File: src/rtl/fifo_flow_monitor_pkg.sv
// ============================================================================
// fifo_flow_monitor_pkg : shared FIFO indices, depths, threshold field layout
// Revision: 1.0
// ============================================================================
`default_nettype none

package fifo_flow_monitor_pkg;

    // Bit position of each FIFO on every 5-bit status/strobe vector
    localparam int NUM_FIFOS = 5;
    localparam int IDX_MF    = 4;
    localparam int IDX_VC0   = 3;
    localparam int IDX_VC1   = 2;
    localparam int IDX_D0    = 1;
    localparam int IDX_D1    = 0;

    localparam int DEPTH_MF_DEF = 4;
    localparam int DEPTH_VC_DEF = 16;
    localparam int DEPTH_D_DEF  = 4;

    // Threshold field widths and offsets inside umbrales_I
    localparam int UMB_W   = 14;
    localparam int TW_MF   = 2;
    localparam int TW_VC   = 4;
    localparam int TW_D    = 2;
    localparam int OFS_MF  = 12;
    localparam int OFS_VC0 = 8;
    localparam int OFS_VC1 = 4;
    localparam int OFS_D0  = 2;
    localparam int OFS_D1  = 0;

    localparam int T_RST_MF = 1;
    localparam int T_RST_VC = 4;
    localparam int T_RST_D  = 1;

    // Counter must hold 0..DEPTH inclusive
    function automatic int cnt_width(input int depth);
        return $clog2(depth) + 1;
    endfunction

endpackage

`default_nettype wire

File: src/rtl/fifo_flow_monitor_occupancy_counter.sv
// ============================================================================
// occupancy_counter : occupancy count, threshold register and status decode
// Revision: 1.0
// ============================================================================
`default_nettype none

module occupancy_counter
    import fifo_flow_monitor_pkg::*;
#(
    parameter int DEPTH = 4,
    parameter int TW    = 2,
    parameter int T_RST = 1
) (
    input  logic          clk,
    input  logic          reset,
    input  logic          init,
    input  logic [TW-1:0] t_in,
    input  logic          push,
    input  logic          pop,
    output logic          empty,
    output logic          almost_empty,
    output logic          almost_full,
    output logic          error
);

    localparam int CW = cnt_width(DEPTH);
    localparam logic [CW-1:0] C_DEPTH = CW'(DEPTH);
    localparam logic [CW-1:0] C_ONE   = CW'(1);
    localparam logic [TW-1:0] C_T_RST = TW'(T_RST);

    logic [CW-1:0] count_q, count_d;
    logic [TW-1:0] thr_q, thr_d;
    logic          error_q, error_d;
    logic          err_set;
    logic [CW-1:0] thr_ext;

    always_comb begin
        count_d = count_q;
        err_set = 1'b0;
        unique case ({push, pop})
            2'b10: begin
                if (count_q == C_DEPTH) err_set = 1'b1;
                else                    count_d = count_q + C_ONE;
            end
            2'b01: begin
                if (count_q == '0) err_set = 1'b1;
                else               count_d = count_q - C_ONE;
            end
            2'b11: begin
                // Pop on empty has no data; the push still lands
                if (count_q == '0) begin
                    count_d = C_ONE;
                    err_set = 1'b1;
                end
            end
            default: ;
        endcase
        thr_d   = init ? t_in : thr_q;
        error_d = (error_q & ~init) | err_set;
    end

    always_ff @(posedge clk) begin
        if (!reset) begin
            count_q <= '0;
            thr_q   <= C_T_RST;
            error_q <= 1'b0;
        end else begin
            count_q <= count_d;
            thr_q   <= thr_d;
            error_q <= error_d;
        end
    end

    assign thr_ext      = {{(CW-TW){1'b0}}, thr_q};
    assign empty        = (count_q == '0);
    assign almost_empty = (count_q <= thr_ext);
    assign almost_full  = (count_q >= (C_DEPTH - thr_ext));
    assign error        = error_q;

endmodule

`default_nettype wire

File: src/rtl/fifo_flow_monitor.sv
// ============================================================================
// fifo_flow_monitor : occupancy/threshold status for the five link FIFOs
// Revision: 1.0
// ============================================================================
`default_nettype none

module fifo_flow_monitor
    import fifo_flow_monitor_pkg::*;
#(
    parameter int DEPTH_MF = DEPTH_MF_DEF,
    parameter int DEPTH_VC = DEPTH_VC_DEF,
    parameter int DEPTH_D  = DEPTH_D_DEF
) (
    input  logic             clk,
    input  logic             reset,
    input  logic             init,
    input  logic [UMB_W-1:0] umbrales_I,
    input  logic [4:0]       push,
    input  logic [4:0]       pop,
    output logic [4:0]       FIFO_empty,
    output logic [4:0]       almost_empty,
    output logic [4:0]       almost_full,
    output logic [4:0]       FIFO_error,
    output logic             pause_out
);

    occupancy_counter #(.DEPTH(DEPTH_MF), .TW(TW_MF), .T_RST(T_RST_MF)) u_mf (
        .clk(clk), .reset(reset), .init(init),
        .t_in(umbrales_I[OFS_MF +: TW_MF]),
        .push(push[IDX_MF]), .pop(pop[IDX_MF]),
        .empty(FIFO_empty[IDX_MF]), .almost_empty(almost_empty[IDX_MF]),
        .almost_full(almost_full[IDX_MF]), .error(FIFO_error[IDX_MF])
    );

    occupancy_counter #(.DEPTH(DEPTH_VC), .TW(TW_VC), .T_RST(T_RST_VC)) u_vc0 (
        .clk(clk), .reset(reset), .init(init),
        .t_in(umbrales_I[OFS_VC0 +: TW_VC]),
        .push(push[IDX_VC0]), .pop(pop[IDX_VC0]),
        .empty(FIFO_empty[IDX_VC0]), .almost_empty(almost_empty[IDX_VC0]),
        .almost_full(almost_full[IDX_VC0]), .error(FIFO_error[IDX_VC0])
    );

    occupancy_counter #(.DEPTH(DEPTH_VC), .TW(TW_VC), .T_RST(T_RST_VC)) u_vc1 (
        .clk(clk), .reset(reset), .init(init),
        .t_in(umbrales_I[OFS_VC1 +: TW_VC]),
        .push(push[IDX_VC1]), .pop(pop[IDX_VC1]),
        .empty(FIFO_empty[IDX_VC1]), .almost_empty(almost_empty[IDX_VC1]),
        .almost_full(almost_full[IDX_VC1]), .error(FIFO_error[IDX_VC1])
    );

    occupancy_counter #(.DEPTH(DEPTH_D), .TW(TW_D), .T_RST(T_RST_D)) u_d0 (
        .clk(clk), .reset(reset), .init(init),
        .t_in(umbrales_I[OFS_D0 +: TW_D]),
        .push(push[IDX_D0]), .pop(pop[IDX_D0]),
        .empty(FIFO_empty[IDX_D0]), .almost_empty(almost_empty[IDX_D0]),
        .almost_full(almost_full[IDX_D0]), .error(FIFO_error[IDX_D0])
    );

    occupancy_counter #(.DEPTH(DEPTH_D), .TW(TW_D), .T_RST(T_RST_D)) u_d1 (
        .clk(clk), .reset(reset), .init(init),
        .t_in(umbrales_I[OFS_D1 +: TW_D]),
        .push(push[IDX_D1]), .pop(pop[IDX_D1]),
        .empty(FIFO_empty[IDX_D1]), .almost_empty(almost_empty[IDX_D1]),
        .almost_full(almost_full[IDX_D1]), .error(FIFO_error[IDX_D1])
    );

    assign pause_out = |almost_full;

endmodule

`default_nettype wire

File: config.mk
export PLATFORM = sky130hd
export DESIGN_NAME = fifo_flow_monitor
export DESIGN_NICKNAME = d
export VERILOG_FILES = /design/src/rtl/fifo_flow_monitor_pkg.sv /design/src/rtl/fifo_flow_monitor_occupancy_counter.sv /design/src/rtl/fifo_flow_monitor.sv
export SDC_FILE = /design/constraint.sdc
export NUM_CORES = 1
export LEC_CHECK = 0
export ABC_AREA = 1
export CORE_UTILIZATION = 32
export CTS_CLUSTER_SIZE = 20
export DETAILED_ROUTE_END_ITERATION = 8
export PLACE_DENSITY = 0.62
export REMOVE_ABC_BUFFERS = 1
export SYNTH_ARGS = -nofsm -noshare
export SYNTH_HDL_FRONTEND = slang
export SYNTH_SLANG_ARGS = --single-unit
File: constraint.sdc
create_clock -name clk -period 4.61 [get_ports clk]
set_input_delay 0.922 -clock clk [delete_from_list [all_inputs] [get_ports clk]]
set_output_delay 0.922 -clock clk [all_outputs]
set_load 0.02 [all_outputs]
==> results.ini <==
[run_status]
status = finished clean

[final_layout]
nets = 537
drive_gt1_share_pct = 8.602
area_growth_syn_to_layout_pct = 17.38
layout_commonest_cell = inv_1
fin_util_pct = 39.32
nFillCells = 987
mostFrequentLayoutCells = 72 x inv_1, 56 x nand2_1, 47 x clkdlybuf4s50_1, 40 x a21oi_1, 39 x ha_1
final_cell_area_mm2 = 0.003685
antenna_cells = 0

[floorplanning]
die_area_mm2 = 0.01021
die_h_um = 101.0
ios = 48
initial_core_util_pct = 33.50
core_area_mm2 = 0.009371
row_count = 35
die_x_um = 101.0

[placed_design]
place_ws_ps = 1503
gp_congestion = 0.8171
dp_hpwl_mm = 5.252
placed_area_mm2 = 0.003602
numPortBuffers = 47

[power_and_ir_drop]
power.density_mw_per_mm2 = 587.8
p_comb_share_pct = 64.2
clockPowerShare_pct = 10.5
p_sw_mw = 1.024
p_seq_share_pct = 25.2
vdd_drop_max_v = 0.0003447
internal-power_mw = 1.142
p_leak_nw = 1.784
p_sw_share_pct = 47.28

[synthesis]
syn_area_mm2 = 0.003139
ys_ff_latch = 38
syn_inst = 437
ys_seq_area_share_pct = 24.23
avgSynthCellArea_um2 = 7.184
yosys_warnings = 0
synth_cell_types = 30

[clock_tree]
cts_tree = yes
clk_pin_slew_ps = 70
hold_buffers = 0
htree_levels = 2
clk_path_buf_depth = 2
postCtsSetupBuffers = 0
cts_resized = 0
cts_sinks = 38
clock_latency_ps = 290
cts-buffers-inserted = 5
root_buffer = clkbuf_8

[route]
wirelength_mm = 6.799
vias_per_cell = 4.668
firstDrtPassIters = 4
drt_iter0_markers = 78
ant_nets = 0
wl_per_cell_um = 11.45
drcViolationCount = 0
via_count = 2773

[timing]
rsz0062_at_grt = no
finalSetupViolations = 0
fin_crit_ps = 3405
worst_pin_slew_ps = 731.8
period_share_pct = 73.86
worst_slack_ps = 1205
max_slew_margin_pct = 51.16
hold_violations = 0
fin_skew_ps = 7.160
slew_viol_final = 0
fmax_mhz = 293.7
tns_ps = 0

[worst_setup_path]
critPathMaxFanout = 3
cp.required_ps = 3690
slowest_delay_ps = 610
r2r-end = u_vc0.count_q[4]$_SDFFE_PN0P_
reg2reg_slack_ps = 2960
crit_family = buffers and inverters
reg2reg_depth = 9
cp_data_arrival_time_ps = 2480
rr_startpoint = u_vc0.count_q[1]$_SDFFE_PN0P_
path_buf_inv = 3
worstPathCellList = inv_1 -> ha_1 -> inv_1 -> ha_1 -> a21boi_0 -> nor2_1 -> o21ai_0 -> nor2_1 -> nand3_1 -> clkdlybuf4s50_1
crit_type = flop to output pin
cp-end-kind = output pin
startpoint_type = flop
cp_slowest_cell = clkdlybuf4s50_1

[global_route]
grtUsageTotal_pct = 14.48
grt_pass1_wl_mm = 11.76
grt_max_degree = 26
grt_pass1_vias = 2662
gr-total-overflow = 0
antenna_found_initial = 0

[job]
cap_violations = 0

[hold_path]
hold_depth = 2
min_path_type = flop to flop
hp-start = u_mf.thr_q[0]$_SDFFE_PN1P_
min_to = u_mf.thr_q[0]$_SDFFE_PN1P_

[cells by family after synthesis]
kind of cell / count (synthesis) / synth area share (%)
compound gates: 103 / 18.25
xor+xnor: 8 / 2.232
fa+ha+maj: 44 / 18.73
buf+inv: 103 / 14.83
flops: 38 / 24.23
simple gates: 141 / 21.72
[sequential cells by signal (all words and copies together), names as in the netlist]
name and flops:
u_mf.thr_q 2, u_d1.count_q 3, u_vc0.count_q 5, u_vc0.thr_q 4
u_mf.error 1, u_vc1.count_q 5, u_d1.error 1, u_vc1.error 1
u_d0.error 1, u_d1.thr_q 2, u_mf.count_q 3, u_vc1.thr_q 4
u_d0.thr_q 2, u_vc0.error 1, u_d0.count_q 3
[worst register-to-register path, delay by kind of cell, from the launching register on]
family,cells,cell delay (ps)
flip-flops,1,510
adder cells (fa/ha/maj),1,420
AND/OR/NAND/NOR,5,360
buffers and inverters,2,170
AO/OA/AOI/OAI,1,130
[how the worst max path moves through the flow]
stage                           startpoint   endpoint  cells after the start
3_3_place_gp   u_vc1.thr_q[0]$_SDFFE_PN0P_  pause_out                     10
5_1_grt        u_vc0.thr_q[2]$_SDFFE_PN1P_  pause_out                     10
2_1_floorplan  u_vc1.thr_q[0]$_SDFFE_PN0P_  pause_out                      9
4_1_cts        u_vc0.thr_q[0]$_SDFFE_PN0P_  pause_out                     10
3_5_place_dp   u_vc0.thr_q[0]$_SDFFE_PN0P_  pause_out                     10
6_report       u_vc1.thr_q[0]$_SDFFE_PN0P_  pause_out                     10
[cell usage after synthesis]
cell type,number,area [um2]
nor2_1,27,101.4
nand3_2,3,30.03
xnor2_1,1,8.760
nand4_1,7,43.79
nand2_2,8,50.05
o21a_1,2,15.01
a21oi_2,1,8.760
xor2_1,7,61.31
clkbuf_1,3,11.26
a21boi_0,2,15.01
fa_1,5,100.1
nand2_4,4,45.04
o21ai_2,3,26.28
buf_4,20,150.1
nand3_1,27,135.1
a21o_1,3,22.52
nor2_4,2,22.52
dfxtp_1,38,760.7
nor2_2,7,43.79
buf_2,3,15.01
nand2_1,56,210.2
o21ai_1,14,70.07
o21bai_1,3,22.52
a21oi_1,40,200.2
o21ai_0,28,140.1
inv_1,72,270.3
ha_1,39,488.0
o211ai_1,6,45.04
inv_2,5,18.77
a22oi_1,1,7.510
[metal layers]
| metal | vias to the layer above | wire (um) | GRT usage, % |
|---|---|---|---|
| met5 | - | 0 | 0 |
| li1 | 1475 | - | - |
| met3 | 7 | 215 | 2.566 |
| met1 | 1246 | 3406 | 18.27 |
| met2 | 45 | 3098 | 25.17 |
| met4 | 0 | 78 | 4.013 |
[per-stage QoR]
stage	total power [mW]	std cells	hold slack, ps
CTS	2.194	594	504.2
finish	2.166	594	493.2
global route	2.405	594	519.6
global placement	1.923	588	481.1
detailed placement	1.950	588	490.7
floorplan	1.479	411	457.7
[power by group through the flow]
stage / clock network (mW) / registers (mW) / logic [mW]
finish: 0.228 / 0.546 / 1.39
global route: 0.255 / 0.562 / 1.59
CTS: 0.241 / 0.546 / 1.41
detailed placement: 0 / 0.553 / 1.40
global placement: 0 / 0.552 / 1.37
floorplan: 0 / 0.529 / 0.950
[cell type report]
| class | instances | area (um2) | area share (%) |
|---|---|---|---|
| Inverter | 77 | 289.0 | 7.844 |
| Tap cell | 129 | 161.4 | 4.380 |
| Sequential cell | 38 | 760.7 | 20.65 |
| Multi-Input combinational cell | 296 | 1913 | 51.92 |
| Timing Repair Buffer | 48 | 478.0 | 12.97 |
| Clock buffer | 6 | 82.58 | 2.241 |
Power figures use the tool's default switching activity.
